**src/rtl/shift_pattern_pkg.sv**
```systemverilog
// Shared definitions for the shift-pattern checker and the generator's
// bench model.
//   state_t : checker FSM state, encoded exactly as driven on state_o
//   rot()   : one-step rotation of a pattern of run-time width
package shift_pattern_pkg;

    typedef enum logic [1:0] {
        SEEK    = 2'b00,
        TRACK   = 2'b01,
        LOCKED  = 2'b10,
        BADSEED = 2'b11
    } state_t;

    localparam int ROT_MAX_W = 32;
    typedef logic [ROT_MAX_W-1:0] rot_vec_t;

    // Rotate the low 'width' bits of p by one place. Bits above 'width'
    // must be zero on entry and are zero on return.
    function automatic rot_vec_t rot(input rot_vec_t p, input int unsigned width,
                                     input bit left);
        rot_vec_t mask;
        rot_vec_t r;
        // width==ROT_MAX_W wraps the shift to zero, giving an all-ones mask
        mask = (rot_vec_t'(1) << width) - rot_vec_t'(1);
        if (left) begin
            r = (p << 1) | (p >> (width - 1));
        end else begin
            r = (p >> 1) | (p << (width - 1));
        end
        return r & mask;
    endfunction

endpackage

```
**src/rtl/pattern_timeout_ctr.sv**
```systemverilog
// Idle-cycle counter for the shift-pattern checker.
//   clk      in  : system clock
//   rst      in  : synchronous active-high reset, count -> 0
//   clear    in  : force count to 0 (wins over enable)
//   enable   in  : count one idle cycle
//   terminal out : count has reached TIMEOUT_CYC-1
module pattern_timeout_ctr
    import shift_pattern_pkg::*;
#(
    parameter int TIMEOUT_CYC = 2**24
) (
    input  logic clk,
    input  logic rst,
    input  logic clear,
    input  logic enable,
    output logic terminal
);

    localparam int CNT_W = (TIMEOUT_CYC > 1) ? $clog2(TIMEOUT_CYC) : 1;

    logic [CNT_W-1:0] to_cnt;

    assign terminal = (to_cnt == CNT_W'(TIMEOUT_CYC - 1));

    // Restart after the terminal count so a non-power-of-two limit never
    // leaves the counter beyond its range.
    always_ff @(posedge clk) begin
        if (rst || clear || (enable && terminal)) begin
            to_cnt <= '0;
        end else if (enable) begin
            to_cnt <= to_cnt + CNT_W'(1);
        end
    end

endmodule

```
**config.mk**
```make
export PLATFORM = sky130hd
export DESIGN_NAME = pattern_timeout_ctr
export DESIGN_NICKNAME = d
export VERILOG_FILES = /design/src/rtl/shift_pattern_pkg.sv /design/src/rtl/pattern_timeout_ctr.sv
export SDC_FILE = /design/constraint.sdc
export NUM_CORES = 1
export LEC_CHECK = 0
export BUFFER_PORTS_ARGS = -buffer_cell sky130_fd_sc_hd__clkbuf_2
export CAP_MARGIN = 30
export CELL_PAD_IN_SITES_DETAIL_PLACEMENT = 1
export CELL_PAD_IN_SITES_GLOBAL_PLACEMENT = 2
export CORE_UTILIZATION = 36
export DETAILED_ROUTE_END_ITERATION = 8
export PLACE_DENSITY_LB_ADDON = 0.1
export SLEW_MARGIN = 20
export SYNTH_ARGS = -nofsm -noshare
export SYNTH_HDL_FRONTEND = slang
export SYNTH_SLANG_ARGS = --single-unit
export TNS_END_PERCENT = 1
```
**constraint.sdc**
```tcl
create_clock -name clk -period 2.5 [get_ports clk]
set_input_delay 0 -clock clk [delete_from_list [all_inputs] [get_ports clk]]
set_output_delay 0 -clock clk [all_outputs]
set_load 0.03 [all_outputs]
```
Word-level counts from Yosys, hierarchy flattened --
Index checks and enable logic that the tools add are counted.
Cells by class: add/sub/neg operators 1, equal/unequal tests 1, reductions and logical operators 3
Operator list (count):
- adder 24 x 1 -> 24 bit, second input constant | 1
- equality test 24 bit, second input constant | 1
- logical OR 1 bit | 2
- logical AND 1 bit | 1
Word-level totals: register bits 24, bits of input ports 4, logic and storage cells 6

Logic depth before layout (Yosys ltp) --
Gate-level depths: netlist (run 1).
word-level depth 3, mapped depth 6, depth with buffers taken out 5

Worst setup path after synthesis (run 1) --
Ideal clock, no wire load.
path kind register -> register, start point register to_cnt[0], end point register to_cnt[20], data required time 2430 ps, buffers on the path 0, data arrival time 1850 ps, stages on the path, launching flop included 6, path slack 580 ps, cell sequence dfxtp_1 ha_1 and3_1 or4b_1 or4_1 a21oi_1
On the way: longest elaborated chain between the ends 3, elaborated cells on any way between the ends 4
Ends and longest elaborated chain:
- start, declared | RTL line pattern_timeout_ctr.sv:21 | logic [CNT_W-1:0] to_cnt;
- start signal, assigned | RTL line pattern_timeout_ctr.sv:31 | to_cnt <= to_cnt + CNT_W'(1);
- parallel branches: the longest is 3 deep, another holds adder 24 x 1 -> 24 bit
Parallel ways; which one is timed is not known. A chain may end at the register's enable or synchronous reset.

Final worst setup path (run 1) --
start point register to_cnt[0], end point register to_cnt[22]
Same word-level chain as after synthesis.

==> flow_summary.json, run 1 <==
{
  "fp.dieH_um": 58.8,
  "numCtsBuffers": 3,
  "avgSynthCellArea_um2": 8.35,
  "max_freq_mhz": 465,
  "worstMarginPinSlew_ns": 0.366,
  "dr_total_vias": 1028,
  "nNetsFinal": 150,
  "largestRegisters": "to_cnt: 24 flops",
  "syn_nets": 144,
  "antenna_found_initial": 0,
  "start_util": 0.380,
  "ir_worst_vdd_uv": 230,
  "power_density_nw_per_um2": 531,
  "tns_ns": 0,
  "n_antenna_cell": 0,
  "final_layout_size_suffix_gt1_frac": 0.0903,
  "grtUsageTotal": 0.184,
  "viasPerCell": 5.47,
  "rsz0062_at_grt": "false",
  "postCtsHoldBufs": 0,
  "ctsResizeCount": 0,
  "gp_congestion": 0.705,
  "die_area_um2": 3460,
  "multi_input_area_um2": 656,
  "yosysWarnings": 0,
  "final_common_cell": "dfxtp_1",
  "cts_sinks": 24,
  "gr-total-overflow": 0,
  "arrival_ns": 2.36,
  "grt_pass1_wl_um": 4770,
  "setup_viol_count_final": 0,
  "first_iter_violations": 39,
  "num_rows": 20,
  "min_period_ns": 2.15,
  "holdWs_ns": 0.0415,
  "dr.pass1.iters": 3,
  "path_class": "reg2reg",
  "dp_hpwl_um": 2050,
  "cts_setup_buffers": 0,
  "maxSlewViolCount": 0,
  "top_register": "to_cnt",
  "ys_types": 28,
  "cts_tree": "built",
  "synth_edf_count": 0,
  "worst-r2r-setup-slack_ns": 0.35,
  "start_kind": "flop",
  "drv_cap": 0,
  "timing.final.crit_share": 0.860,
  "core_um2": 3050,
  "htree_levels": 1,
  "final_cell_mix": "dfxtp_1 (24), a21oi_1 (14), nor2_1 (12)",
  "wirelength_um": 2680,
  "clock-skew-final_ns": 0.00764,
  "hold_viol": 0,
  "cp_data_required_time_ns": 2.71,
  "ff_latch_area_um2": 480,
  "p_leak_nw": 0.371,
  "worst_setup_path_end_kind": "flop",
  "path_clk_slew_ns": 0.13,
  "worstReg2RegStart": "to_cnt[0]",
  "hp-start": "enable",
  "crit_path_start": "to_cnt[0]",
  "fp.dieW_um": 58.8,
  "cp_max_fo": 12,
  "synth-main-ff-cell": "dfxtp_1",
  "syn_inst": 139,
  "root_buffer": "clkbuf_4",
  "synth.ff_latch_count": 24,
  "async_reset_ff_frac": 0,
  "wire_per_inst_um": 14.3,
  "grt_max_degree": 15,
  "slew_headroom": 0.754,
  "ant_nets": 0,
  "grt_pass1_vias": 1066,
  "syn_to_final_growth_pct": 10.5,
  "clk_path_buf_depth": 2,
  "ios": 5,
  "worst_hold_path_type": "in2reg",
  "nFillCells": 390,
  "drc": 0,
  "syn_area_um2": 1160,
  "io_buffer_count": 4,
  "status": "complete, no violations",
  "largest_reg_flops": 24,
  "worstSkewPairLatency_ns": 0.32,
  "yosysSeqAreaShare": 0.414
}
[Yosys cell counts, drive strengths merged, types with 2 or more instances]
library cell / number / share of area
a21oi: 14 / 0.060
and2: 2 / 0.011
and3: 2 / 0.011
and4: 4 / 0.030
buf: 2 / 0.0086
clkbuf: 3 / 0.0097
dfxtp: 24 / 0.41
nand2: 10 / 0.032
nand2b: 3 / 0.016
nand3: 8 / 0.034
nand4: 9 / 0.054
nor2: 12 / 0.039
nor4: 2 / 0.011
o21ai: 10 / 0.043
o31ai: 2 / 0.013
or3: 8 / 0.043
or4: 5 / 0.032
or4b: 2 / 0.017
xnor2: 4 / 0.030
xor2: 6 / 0.045
[where the power goes]
| group | internal [mW] | leakage [nW] | switching, mW |
|---|---|---|---|
| Sequential | 0.383 | 0.193 | 0.000935 |
| Clock | 0.162 | 0.0279 | 0.118 |
| Combinational | 0.00621 | 0.150 | 0.0103 |
| Total | 0.552 | 0.371 | 0.129 |
[metrics by stage]
step | worst slack [ns] | std cells | total power [mW] | utilization | cell area [µm²]
after global routing | 0.172 | 188 | 0.713 | 0.420 | 1280
after detailed placement | 0.313 | 184 | 0.410 | 0.403 | 1230
after CTS | 0.302 | 188 | 0.692 | 0.420 | 1280
final | 0.350 | 188 | 0.681 | 0.420 | 1280
after floorplan | 0.580 | 139 | 0.402 | - | 1160
after global placement | 0.354 | 184 | 0.409 | 0.403 | 1230
[metal layers]
layer	wire, µm	global-route usage
met1	1220	0.211
met2	1390	0.341
met5	0	0
met3	34	0.0264
met4	42	0.0714
[kinds of logic (layout without fill, tap and decap cells)]
kind of cell               count (synthesis)  after routing  synth area share
buffers and inverters                      6             11            0.0215
adders and majority gates                  1              1            0.0108
AOI/OAI and AO/OA                         28             28             0.133
and+or+nand+nor                           70             70             0.346
DFF                                       24             24             0.414
xor gates and xnor gates                  10             10            0.0754
[final timing paths]
path	endpoint	cells after the start
max	to_cnt[22]	6
min reg2reg	to_cnt[17]	2
max reg2reg	to_cnt[22]	6
min	to_cnt[1]	3
[final cells by class]
cell class | count | share of cell area
clock inverter | 1 | 0.0234
sequential | 24 | 0.375
timing repair buffer | 6 | 0.0273
inverter | 1 | 0.00293
clock buffer | 3 | 0.0176
tap | 44 | 0.0429
multi-input combinational | 109 | 0.511
[critical path: stages (launching register included)]
cell	delay (ns)
dfxtp_1	0.40
ha_1	0.24
and3_1	0.22
or4b_1	0.55
o21bai_2	0.32
buf_4	0.25
a21oi_1	0.06
Note: power is estimated with default switching activity, not from simulation.
==> run 2: changes to the inputs <==
PLACE_DENSITY = 0.8   (was not set)
PLACE_DENSITY_LB_ADDON = not set   (was 0.1)
==> run 2 against run 1 <==
  * Global-route usage is 0.24 points higher
  * Critical path type unchanged
  * Largest cell class unchanged
  * Register-to-register slack gained 0.04 ns
  * Non-clock buffer count is the same
  * Critical path depth stayed put
  * Cell count unchanged
==> flow_summary.json, run 2 (synthesis gave the netlist of run 1 again) <==
{
  "cp_max_fo": 14,
  "dr.pass1.iters": 4,
  "final_cell_mix": "dfxtp_1 (24), a21oi_1 (14), nor2_1 (12)",
  "grt_pass1_wl_um": 4750,
  "largestRegisters": "to_cnt: 24 flops",
  "worstMarginPinSlew_ns": 0.353,
  "ir_worst_vdd_uv": 190,
  "cp_slowest_cell": "or4b_1",
  "io_buffer_count": 4,
  "fp.dieW_um": 58.8,
  "antenna_found_initial": 0,
  "grt_pass1_vias": 1026,
  "setup_viol_count_final": 0,
  "start_kind": "flop",
  "rsz0062_at_grt": "false",
  "clock-skew-final_ns": 0.00323,
  "final_common_cell": "dfxtp_1",
  "slew_headroom": 0.763,
  "worst_setup_path_end_kind": "flop",
  "cts_setup_buffers": 0,
  "top_register": "to_cnt",
  "grtUsageTotal": 0.186,
  "clk_path_buf_depth": 2,
  "postCtsHoldBufs": 0,
  "hold_viol": 0,
  "first_iter_violations": 41,
  "numCtsBuffers": 3,
  "drc": 0,
  "min_period_ns": 2.11,
  "maxSlewViolCount": 0,
  "status": "complete, no violations",
  "die_area_um2": 3460,
  "cts_sinks": 24,
  "n_antenna_cell": 0,
  "cp_num_buf_inv": 1,
  "arrival_ns": 2.33,
  "path_class": "reg2reg",
  "slowest_delay_ns": 0.54,
  "cts_tree": "built",
  "start_util": 0.380,
  "tns_ns": 0,
  "nNetsFinal": 150,
  "core_um2": 3050,
  "gp_congestion": 0.707,
  "p_leak_nw": 0.364,
  "final_layout_size_suffix_gt1_frac": 0.0903,
  "num_rows": 20,
  "max_freq_mhz": 475,
  "path_clk_slew_ns": 0.13,
  "timing.final.crit_share": 0.842,
  "grt_max_degree": 15,
  "htree_levels": 1,
  "cp_data_required_time_ns": 2.72,
  "root_buffer": "clkbuf_4",
  "syn_to_final_growth_pct": 9.05,
  "viasPerCell": 5.46,
  "ios": 5,
  "power_density_nw_per_um2": 479,
  "largest_reg_flops": 24,
  "crit_family": "simple AND/OR/NAND/NOR gates",
  "dp_hpwl_um": 2060,
  "wirelength_um": 2710,
  "wire_per_inst_um": 14.4,
  "ant_nets": 0,
  "worst_hold_path_type": "in2reg",
  "ctsResizeCount": 0,
  "gr-total-overflow": 0,
  "fp.dieH_um": 58.8,
  "drv_cap": 0,
  "crit_chain": "ha_1 > and3_1 > or4b_1 > o21bai_2 > buf_4 > nor2_1",
  "worstSkewPairLatency_ns": 0.32,
  "dr_total_vias": 1027,
  "final_util": 0.415
}
==> run 2: area by class of cell <==
| type | count | area (µm²) |
|---|---|---|
| Fill cell | 399 | 1790 |
| Multi-Input combinational cell | 109 | 656 |
| Sequential cell | 24 | 480 |
| Tap cell | 44 | 55.1 |
| Clock buffer | 4 | 36.3 |
| Timing Repair Buffer | 6 | 35.0 |
| Inverter | 1 | 3.75 |
==> run 2: power by group <==
part,total (mW),switching [mW],internal (mW)
combinational,0.0162,0.00999,0.00621
clock,0.206,0.116,0.0891
sequential,0.384,0.000985,0.383
total,0.606,0.127,0.479
==> run 2: final timing paths <==
check                                start    endpoint  slack, ns  depth (start not counted)
worst max register to register   to_cnt[0]  to_cnt[11]       0.39                          6
worst min register to register  to_cnt[21]  to_cnt[21]       0.49                          2
worst min-delay path                enable   to_cnt[1]       0.02                          3
worst max-delay path             to_cnt[0]  to_cnt[11]       0.39                          6
==> run 2: metal layers <==
metal | up-vias | wire length [µm] | track usage
met5 | - | 0 | 0
met4 | 0 | 41 | 0.0714
met3 | 5 | 48 | 0.0330
met2 | 10 | 1310 | 0.308
met1 | 489 | 1300 | 0.241
li1 | 523 | - | -
==> run 2: through the flow <==
step	cell area [µm²]	worst slack (ns)	std cells	hold slack, ns	power (mW)
after floorplan	1160	0.580	139	0.178	0.402
after global placement	1230	0.477	184	0.358	0.409
after detailed placement	1230	0.408	184	0.363	0.409
after CTS	1270	0.378	188	0.00249	0.617
after global routing	1270	0.234	188	0.0305	0.633
final	1270	0.394	188	0.0157	0.606
==> run 2: tightest hold or removal path, delay by kind of cell <==
family | cells | cell delay, ns
AOI/OAI and AO/OA | 2 | 0.17
buffers and inverters | 1 | 0.13
